**src/rtl/tim1_ctrl.sv**
```systemverilog
// Timer control block: bus-mapped CR/SR/IER/PSC/ARR/CNT/EGR registers,
// run/halt sequencing, prescaler tick generation and update-event handling.
module tim1_ctrl #(
    parameter logic [15:0] PSC_RST = 16'h0000
) (
    input  logic        clk,
    input  logic        rst,
    input  logic        bus_sel,
    input  logic        bus_wr,
    input  logic [2:0]  bus_addr,
    input  logic [15:0] bus_wdata,
    output logic [15:0] bus_rdata,
    output logic        bus_rvalid,
    input  logic [15:0] cnt_val,
    input  logic        cnt_ov,
    input  logic        cnt_uv,
    output logic        timer_en,
    output logic        ld_cnt,
    output logic        dir,
    output logic        dir_mode,
    output logic [15:0] arr,
    output logic [15:0] ld_data,
    output logic        irq
);

    localparam logic [2:0] ADDR_CR  = 3'd0;
    localparam logic [2:0] ADDR_SR  = 3'd1;
    localparam logic [2:0] ADDR_IER = 3'd2;
    localparam logic [2:0] ADDR_PSC = 3'd3;
    localparam logic [2:0] ADDR_ARR = 3'd4;
    localparam logic [2:0] ADDR_CNT = 3'd5;
    localparam logic [2:0] ADDR_EGR = 3'd6;

    typedef enum logic [1:0] {
        IDLE = 2'd0,
        RUN  = 2'd1,
        HALT = 2'd2
    } state_t;

    state_t      state;
    state_t      state_next;

    logic [4:0]  cr;
    logic        uif;
    logic        uie;
    logic [15:0] psc;
    logic [15:0] psc_act;
    logic [15:0] prescaler;
    logic [15:0] arr_pre;
    logic        arr_wr_d;
    logic [15:0] rd_mux;

    logic        wr_cr;
    logic        wr_sr;
    logic        wr_ier;
    logic        wr_psc;
    logic        wr_arr;
    logic        wr_cnt;
    logic        ug_wr;
    logic        uev;
    logic        rd_req;

    logic        cr_cen;
    logic        cr_opm;
    logic        cr_arpe;

    assign cr_cen   = cr[0];
    assign dir      = cr[1];
    assign dir_mode = cr[2];
    assign cr_opm   = cr[3];
    assign cr_arpe  = cr[4];

    assign wr_cr  = bus_sel && bus_wr && (bus_addr == ADDR_CR);
    assign wr_sr  = bus_sel && bus_wr && (bus_addr == ADDR_SR);
    assign wr_ier = bus_sel && bus_wr && (bus_addr == ADDR_IER);
    assign wr_psc = bus_sel && bus_wr && (bus_addr == ADDR_PSC);
    assign wr_arr = bus_sel && bus_wr && (bus_addr == ADDR_ARR);
    assign wr_cnt = bus_sel && bus_wr && (bus_addr == ADDR_CNT);
    assign ug_wr  = bus_sel && bus_wr && (bus_addr == ADDR_EGR) && bus_wdata[0];
    assign rd_req = bus_sel && !bus_wr;

    // The tick is suppressed during a counter load so the fresh value is not advanced.
    assign timer_en = (state == RUN) && (prescaler == psc_act) && !ld_cnt;
    assign uev      = (timer_en && (cnt_ov || cnt_uv)) || ug_wr;

    always_ff @(posedge clk or posedge rst) begin
        if (rst) begin
            state <= IDLE;
        end else begin
            state <= state_next;
        end
    end

    always_comb begin
        state_next = state;
        case (state)
            IDLE: begin
                if (cr_cen) begin
                    state_next = RUN;
                end
            end
            RUN: begin
                if (!cr_cen) begin
                    state_next = IDLE;
                end else if (uev && cr_opm) begin
                    state_next = HALT;
                end
            end
            HALT: begin
                state_next = IDLE;
            end
            default: begin
                state_next = IDLE;
            end
        endcase
    end

    // One-pulse mode drops CEN while halting so the timer stays stopped.
    always_ff @(posedge clk or posedge rst) begin
        if (rst) begin
            cr  <= 5'd0;
            uie <= 1'b0;
            psc <= PSC_RST;
        end else begin
            if (wr_cr) begin
                cr <= bus_wdata[4:0];
            end
            if (state == HALT) begin
                cr[0] <= 1'b0;
            end
            if (wr_ier) begin
                uie <= bus_wdata[0];
            end
            if (wr_psc) begin
                psc <= bus_wdata;
            end
        end
    end

    always_ff @(posedge clk or posedge rst) begin
        if (rst) begin
            uif <= 1'b0;
            irq <= 1'b0;
        end else begin
            if (uev) begin
                uif <= 1'b1;
            end else if (wr_sr && bus_wdata[0]) begin
                uif <= 1'b0;
            end
            irq <= uif && uie;
        end
    end

    // With ARPE clear the preload reaches the active reload one cycle after the write.
    always_ff @(posedge clk or posedge rst) begin
        if (rst) begin
            arr_pre  <= 16'd0;
            arr      <= 16'd0;
            arr_wr_d <= 1'b0;
        end else begin
            arr_wr_d <= wr_arr;
            if (wr_arr) begin
                arr_pre <= bus_wdata;
            end
            if (cr_arpe ? uev : arr_wr_d) begin
                arr <= arr_pre;
            end
        end
    end

    always_ff @(posedge clk or posedge rst) begin
        if (rst) begin
            ld_cnt  <= 1'b0;
            ld_data <= 16'd0;
        end else begin
            ld_cnt <= wr_cnt || ug_wr;
            if (wr_cnt) begin
                ld_data <= bus_wdata;
            end else if (ug_wr) begin
                ld_data <= dir ? arr : 16'd0;
            end
        end
    end

    // A new PSC value only takes over at a wrap, so the running period is never cut short.
    always_ff @(posedge clk or posedge rst) begin
        if (rst) begin
            prescaler <= 16'd0;
            psc_act   <= PSC_RST;
        end else if (state != RUN) begin
            prescaler <= 16'd0;
            psc_act   <= psc;
        end else if (wr_cnt || ug_wr) begin
            prescaler <= 16'd0;
        end else if (prescaler == psc_act) begin
            prescaler <= 16'd0;
            psc_act   <= psc;
        end else begin
            prescaler <= prescaler + 16'd1;
        end
    end

    always_comb begin
        rd_mux = 16'd0;
        case (bus_addr)
            ADDR_CR:  rd_mux = {11'd0, cr};
            ADDR_SR:  rd_mux = {15'd0, uif};
            ADDR_IER: rd_mux = {15'd0, uie};
            ADDR_PSC: rd_mux = psc;
            ADDR_ARR: rd_mux = arr_pre;
            ADDR_CNT: rd_mux = cnt_val;
            default:  rd_mux = 16'd0;
        endcase
    end

    always_ff @(posedge clk or posedge rst) begin
        if (rst) begin
            bus_rvalid <= 1'b0;
            bus_rdata  <= 16'd0;
        end else begin
            bus_rvalid <= rd_req;
            bus_rdata  <= rd_req ? rd_mux : 16'd0;
        end
    end

endmodule

```
**config.mk**
```make
export PLATFORM = sky130hd
export DESIGN_NAME = tim1_ctrl
export DESIGN_NICKNAME = d
export VERILOG_FILES = /design/src/rtl/tim1_ctrl.sv
export SDC_FILE = /design/constraint.sdc
export NUM_CORES = 1
export LEC_CHECK = 0
export ABC_AREA = 1
export BUFFER_PORTS_ARGS = -buffer_cell sky130_fd_sc_hd__buf_2
export CAP_MARGIN = 20
export CORE_MARGIN = 4
export CORE_UTILIZATION = 51
export CTS_CLUSTER_DIAMETER = 120
export DETAILED_ROUTE_END_ITERATION = 7
export GPL_TIMING_DRIVEN = 0
export PLACE_DENSITY = 0.76
export SLEW_MARGIN = 20
export SYNTH_ARGS = -nofsm -noshare
export SYNTH_HDL_FRONTEND = slang
export SYNTH_SLANG_ARGS = --single-unit
```
**constraint.sdc**
```tcl
create_clock -name clk -period 3.43 [get_ports clk]
set_clock_uncertainty 0.05 [all_clocks]
set_input_delay 0.343 -clock clk [delete_from_list [all_inputs] [get_ports clk]]
set_output_delay 0.343 -clock clk [all_outputs]
set_load 0.02 [all_outputs]
```
* Word-level counts from Yosys, hierarchy flattened
Index checks and enable logic that the tools add are counted.
** Cells by class
- Add/sub/neg operators :: 1
- Multiplexer cells :: 20
- Reductions and logical operators :: 29
- Eq/ne operators :: 13
** Operator list (count)
- $mux 16 :: 10
- $pmux 16 s6 :: 1
- $add 16x1->16 const B :: 1
- $eq 16x16->1 :: 1
- $logic_and 1x1->1 :: 16
- $eq 3x3->1 const B :: 3
- $reduce_bool 2->1 :: 4
- $eq 3x2->1 const B :: 2
- $mux 2 :: 3
- $mux 1 :: 5
- $ne 2x1->1 const B :: 2
- $pmux 2 s2 :: 1
- $reduce_and 2->1 :: 2
- $eq 3x1->1 const B :: 1
- $logic_not 3->1 :: 1
- $logic_or 1x1->1 :: 3
- $ne 3x2->1 const B :: 1
- $eq 2x1->1 const B :: 1
- $eq 2x2->1 const B :: 1
- $logic_not 1->1 :: 2
- $logic_not 2->1 :: 1
- $ne 2x2->1 const B :: 1
** Storage, ports and cells
- Input port bits :: 41
- Output and inout port bits :: 54
- Logic and storage cells :: 79
- Flip-flop bits (word level) :: 125

* Longest topological paths before layout
Gate-level depths: netlist (run 1).
- Word-level depth :: 9
- Depth in mapped cells :: 12
- Mapped depth without buffers :: 11

* Worst setup path before layout (run 1)
No wires, ideal clock.
- Path kind :: register to output
- Start point :: reg prescaler[3]
- End point :: out timer_en
- Data arrival time :: 1445 ps
- Buffers on the path :: 0
- Slack :: 1592 ps
- Cell stages (with the launch flop) :: 7
- Cells stage by stage :: dfrtp_1 -> xor2_1 -> nor2_1 -> nand2_1 -> nor2_1 -> nand2_1 -> nor3_1
** Between the ends
- Cells in the longest elaborated chain, start to end :: 3
** Ends and longest elaborated chain
- start: declaration :: RTL line 48 : logic [15:0] prescaler;
- start signal: assignment :: RTL line 199 : prescaler <= prescaler + 16'd1;
- $eq 16x16->1 :: RTL line 83 : assign timer_en = (state == RUN) && (prescaler == psc_act) && !ld_cnt;
- $logic_and 1x1->1 (2 in a row) :: RTL line 83
- end: declaration :: RTL line 17 : output logic timer_en,
No other way between the ends.

* Worst setup path after layout (run 1)
- Start point :: reg prescaler[10]
- End point :: out timer_en
Same word-level chain as after synthesis.

==> reports/results.txt, run 1 <==
Worst hold slack: 0.00615 ns
Post-synthesis sequential area ratio: 0.554
Final wirelength: 14600 microns
Largest net degree at the start of global routing: 36
Pwr/cell area: 738 mW/mm^2
Leakage power figure: 3.66 nW
Antenna Violating Nets Remaining: 0
Initial DRC count: 348
Final design utilization: 0.647
Fin cells: 937
Worst-skew pair later-pin latency: 0.53 ns
Number of synthesized flops with an enable pin: 0
Critical Path End: timer_en
Synth warn: 0
Yosys cell types: 38
Required time of the critical path: 3.04 ns
Clk root buf: clkbuf_8
Dominant cell type by area after synthesis: dfrtp_1
Setup bufs post-CTS: 0
Rows: 38
# nets final: 827
Max Cap Viol: 0
Clk sinks: 125
Layout cells sized above 1: 0.198
VDD IR-drop max: 421 uV
Cells after Synth: 665
Top cell type's share of synthesized area: 0.554
Syn nets: 707
Initial antenna violation count: 0
Total negative slack: 0 ns
Hold Crit Class: input port to flip-flop
Synth Cell Area: 0.00565 sq mm
Syn Area/Cell: 8.49 sq um
Via count: 4910
RSZ-0062 raised after global routing: no
Final Critical Period: 2.47 ns
# diodes: 0
R2r setup slk: 1.51 ns
Initial Util: 0.521
R2r startpoint: prescaler[10]$_DFF_PP0_
Die W: 113 microns
R2R Path End: arr[6]$_DFFE_PP0P_
Synth area leaders: dfrtp_1 55%, nand2_1 13%, inv_1 5.7%, o21ai_0 5.2%, nand3_1 3.4%
Startpoint Class: flip-flop
Worst-path fanout max: 7
CTS Buffer Depth: 2
Pre-antenna DRT Iters: 5
Total GRT Usage: 0.241
Fraction of registers with async set or reset after synthesis: 1.00
DP HPWL: 11000 microns
Pins over their slew limit: 0
Worst Path Class, Setup: flip-flop to output port
Post-route DRC: 0
Die Y: 113 microns
Boundary pin count: 95
Final setup fails: 0
Data arrival, critical path: 2.08 ns
Filler cell count: 883
Congestion Overflow GR: 0
CTS Buf Count: 17
Clock slew seen by the registers of the worst setup and hold paths: 0.06 ns
Register Area: 0.00313 sq mm
Die ar.: 0.0128 sq mm
Cts repair resizes: 0
Area occupied by multi-input gates: 0.00203 sq mm
Worst Max-Slew Pin Slew: 0.655 ns
Vias in the first global route: 4891
DP Cell Count: 902
Core footprint: 0.0108 sq mm
Routed length per instance: 15.6 microns
Main synth FF type: dfrtp_1
PortBufs: 94
Synth Register Bits: 125
Layout area overhead: 24.1%
Via density: 5.24
Fmax: 0.404 GHz
CTS tree: done
H-tree levels: 4
Tcrit/Tclk final: 0.721
First-pass GRT wire length: 24300 microns
RePlAce Congestion: 0.918
R2r worst-path depth: 12
Hold Vio Cnt, Final: 0
Start point of the critical path: prescaler[10]$_DFF_PP0_
Max_slew headroom: 0.560
Status: complete, no violations
Crit end category: output port
cell usage in the layout (no fill, tap or decap), drive strengths merged:
| cell type | synthesis | routed |
|---|---|---|
| a221oi | 4 | 4 |
| buf | 9 | 106 |
| nor3 | 6 | 6 |
| o21ai | 62 | 62 |
| a31oi | 6 | 6 |
| clkinv | 1 | 2 |
| inv | 91 | 90 |
| bufinv | 0 | 3 |
| nor3b | 1 | 1 |
| clkinvlp | 0 | 2 |
| nand3 | 40 | 40 |
| mux2 | 1 | 1 |
| dfrtp | 125 | 125 |
| nor2 | 53 | 53 |
| ha | 1 | 1 |
| o221ai | 1 | 1 |
| o211ai | 8 | 8 |
| or2 | 2 | 2 |
| a211oi | 10 | 10 |
| o22ai | 2 | 2 |
| nand2 | 200 | 200 |
| dlygate4sd3 | 0 | 4 |
| xnor2 | 1 | 1 |
| nand4 | 3 | 3 |
| clkbuf | 13 | 39 |
| xor2 | 7 | 7 |
| a21oi | 17 | 17 |
| nand3b | 1 | 1 |
what timing repair did:
action,4_1_cts,5_1_grt
endpoints found under the setup margin,0,0
hold endpoints to repair,29,0
hold buffers,4,0
worst min-delay path by stage:
stage | end | depth (start not counted) | startpoint | slack (ns)
after floorplan | irq$_DFF_PP0_ | 2 | uie$_DFFE_PP0P_ | 0.38
after global placement | irq$_DFF_PP0_ | 2 | uie$_DFFE_PP0P_ | 0.40
after detailed placement | irq$_DFF_PP0_ | 2 | uie$_DFFE_PP0P_ | 0.40
after CTS | arr_pre[9]$_DFFE_PP0P_ | 3 | bus_wdata[9] | 0.001
after global routing | arr_pre[9]$_DFFE_PP0P_ | 3 | bus_wdata[9] | 0.02
final | arr_pre[9]$_DFFE_PP0P_ | 3 | bus_wdata[9] | 0.006
power by group:
part / internal [mW] / leakage [nW] / total [mW] / switching, mW
Sequential: 1.83 / 1.60 / 2.10 / 0.267
Clock: 1.22 / 0.297 / 1.83 / 0.613
Combinational: 0.441 / 1.77 / 1.24 / 0.803
final cells by class:
cell class,instances,share of cell area
plain buffers,22,0.0196
well taps,140,0.0250
inverters,92,0.0505
clock inverters,5,0.0146
clock buffers,26,0.0725
repair buffers,101,0.0814
flip-flops and latches,125,0.446
multi-input cells,426,0.290
metrics by stage:
stage / worst slack, ns / power, mW / area [sq um]
after detailed placement: 1.42 / 3.34 / 6360
after CTS: 0.964 / 5.19 / 7010
after global placement: 0.788 / 3.28 / 6300
final: 0.957 / 5.17 / 7010
after global routing: 0.786 / 5.46 / 7010
after floorplan: 1.50 / 2.90 / 5650
cells in the mapped netlist, types with 4 or more instances:
cell and count:
nor3_1 4, o21ai_0 59, a31oi_1 6, buf_6 7, inv_2 4, clkbuf_1 13, xor2_1 7, nor2_1 50
inv_1 86, a21oi_1 17, a211oi_1 10, nand3_1 38, dfrtp_1 125, a221oi_1 4, o211ai_1 8, nand2_1 197
critical path: stages (launching register included):
cell     delay [ns]
dfrtp_1        0.48
inv_2          0.06
nand2_1        0.06
nand2_1        0.04
nor2_1         0.09
nand2_1        0.08
nor2_2         0.15
nand2_1        0.15
nor3_1         0.23
buf_2          0.22
layer usage:
layer / global-route usage / vias to the layer above / share of wire
met2: 0.389 / 177 / 0.49
met3: 0.0647 / 33 / 0.060
met5: 0 / - / 0
met1: 0.321 / 2337 / 0.43
met4: 0.0713 / 0 / 0.022
li1: - / 2363 / -
registers in the layout (all words and copies together) (netlist names), 2 cells and up:
signal,count
bus_rdata,16
arr,16
state,2
ld_data,16
cr,5
psc_act,16
arr_pre,16
psc,16
prescaler,16
cell families (layout without fill, tap and decap cells):
kind of cell	Yosys count	in the layout	synth area share
flip-flops	125	125	0.554
XOR/XNOR	8	8	0.0124
AND/OR/NAND/NOR	306	306	0.229
AO/OA/AOI/OAI	110	110	0.114
multiplexers	1	1	0.00199
adder cells (fa/ha/maj)	1	1	0.00221
buffers and inverters	114	246	0.0864
Power figures use the tool's default switching activity.
==> run 2: changes to the inputs <==
- clock period: 3.43 -> 2.1 ns (I/O delays scaled with it)
==> reports/results.txt, run 2 (synthesized netlist as in run 1, its figures left out) <==
Status: finished with violations
Failing checks: negative setup slack
Most frequent cells in the layout: 195 x nand2_1, 122 x dfrtp_1, 95 x buf_2
Clock slew seen by the registers of the worst setup and hold paths: 0.06 ns
CTS tree: done
Design Area, Final: 0.00740 sq mm
Total GRT Usage: 0.256
Final setup fails: 1
Via density: 5.32
Setup ws final: -0.00637 ns
Clk sinks: 125
Worst-path fanout max: 3
CTS Buffer Depth: 2
Boundary pin count: 95
Total negative slack: -0.00637 ns
Largest net degree at the start of global routing: 36
Final design utilization: 0.683
Vias in the first global route: 5235
Required time of the critical path: 1.84 ns
Die W: 113 microns
Die Y: 113 microns
R2r setup slk: 0.14 ns
Initial DRC count: 348
Antenna Violating Nets Remaining: 0
RSZ-0062 raised after global routing: yes
Final Critical Period: 2.11 ns
Rows: 38
Crit end category: output port
Pins over their slew limit: 0
Die ar.: 0.0128 sq mm
Leakage power figure: 3.84 nW
First-pass GRT wire length: 25900 microns
Via count: 5199
Tcrit/Tclk final: 1.00
CTS Buf Count: 17
Pwr/cell area: 1160 mW/mm^2
# diodes: 0
Hold Vio Cnt, Final: 0
VDD IR-drop max: 695 uV
Post-route DRC: 0
Initial Util: 0.521
Congestion Overflow GR: 0
Max Cap Viol: 0
Data arrival, critical path: 1.85 ns
Worst Max-Slew Pin Slew: 0.705 ns
Core footprint: 0.0108 sq mm
Commonest non-fill, non-tap cell in the layout: nand2_1
Clk root buf: clkbuf_8
Layout area overhead: 31.0%
H-tree levels: 4
Pre-antenna DRT Iters: 7
Max_slew headroom: 0.526
Initial antenna violation count: 0
Worst Path Class, Setup: flip-flop to output port
Hold Crit Class: input port to flip-flop
Final wirelength: 15800 microns
Startpoint Class: flip-flop
Area after DPL: 0.00636 sq mm
PortBufs: 94
Filler cell count: 810
DP HPWL: 11000 microns
RePlAce Congestion: 0.918
Layout cells sized above 1: 0.227
# nets final: 867
Routed length per instance: 16.2 microns
Fmax: 0.475 GHz
Worst-skew pair later-pin latency: 0.53 ns
==> run 2: changes by cell type in the layout (fill, tap and decap cells not counted), moves of 2 or more <==
cell           change
nor2_1             -2
buf_4             +20
inv_1              -2
inv_2              +2
dfrtp_1            -3
dlygate4sd3_1     +20
nor2_2             +2
nand2_1            -2
nand2_2            +2
dfrtp_2            +3
==> run 2: area by class of cell <==
class / count / area (sq um) / share of cell area
repair buffers: 141 / 927 / 0.125
clock buffers: 26 / 508 / 0.0687
plain buffers: 22 / 138 / 0.0186
well taps: 140 / 175 / 0.0237
inverters: 92 / 354 / 0.0479
clock inverters: 5 / 103 / 0.0139
flip-flops and latches: 125 / 3130 / 0.423
multi-input cells: 426 / 2060 / 0.279
==> run 2: final timing paths <==
check                                           to  depth (start not counted)                    from
setup / recovery                          timer_en                          9  prescaler[8]$_DFF_PP0_
hold / removal             bus_rdata[15]$_DFF_PP0_                          4                  bus_wr
setup reg to reg                arr[6]$_DFFE_PP0P_                         13  prescaler[8]$_DFF_PP0_
hold reg to reg                      irq$_DFF_PP0_                          2         uie$_DFFE_PP0P_
max in group asynchronous  prescaler[15]$_DFF_PP0_                          5                     rst
min in group asynchronous   prescaler[2]$_DFF_PP0_                          3                     rst
==> run 2: report_power, final <==
| group | internal, mW | total [mW] | switching, mW | leakage [nW] |
|---|---|---|---|---|
| Combinational | 0.802 | 2.18 | 1.38 | 1.96 |
| Clock | 1.99 | 3.01 | 1.02 | 0.297 |
| Sequential | 2.99 | 3.43 | 0.438 | 1.59 |
==> run 2: per-stage QoR <==
stage | hold WS, ns | setup WS (ns) | std cells | total power, mW
4_1_cts | 0.00546 | 0.00459 | 971 | 8.57
3_3_place_gp | 0.390 | -0.409 | 899 | 5.36
2_1_floorplan | 0.281 | 0.301 | 665 | 4.73
6_report | 0.0325 | -0.00637 | 977 | 8.62
5_1_grt | 0.0334 | -0.106 | 977 | 9.06
3_5_place_dp | 0.272 | 0.190 | 902 | 5.46
==> run 2: layer usage <==
layer / GRT usage / wire length [microns] / vias to the layer above
li1: - / - / 2437
met1: 0.331 / 6570 / 2512
met2: 0.419 / 7930 / 205
met3: 0.0668 / 877 / 45
met4: 0.0921 / 436 / 0
met5: 0 / 0 / -
==> run 2: timing repair <==
| action | 4_1_cts | 5_1_grt |
|---|---|---|
| hold endpoints to repair | 79 | 0 |
| resized for setup | 8 | 7 |
| pin swaps | 3 | 7 |
| endpoints found under the setup margin | 1 | 6 |
| buffers inserted | 14 | 6 |
| hold buffers | 24 | 0 |
==> run 2: worst max-delay path: stages (launching register included) <==
cell	delay, ns
dfrtp_1	0.39
inv_2	0.07
nand2_1	0.07
nand2_1	0.07
nor2_2	0.12
nand2_1	0.07
nor2_2	0.14
nand2_2	0.09
nor3_4	0.16
buf_6	0.15
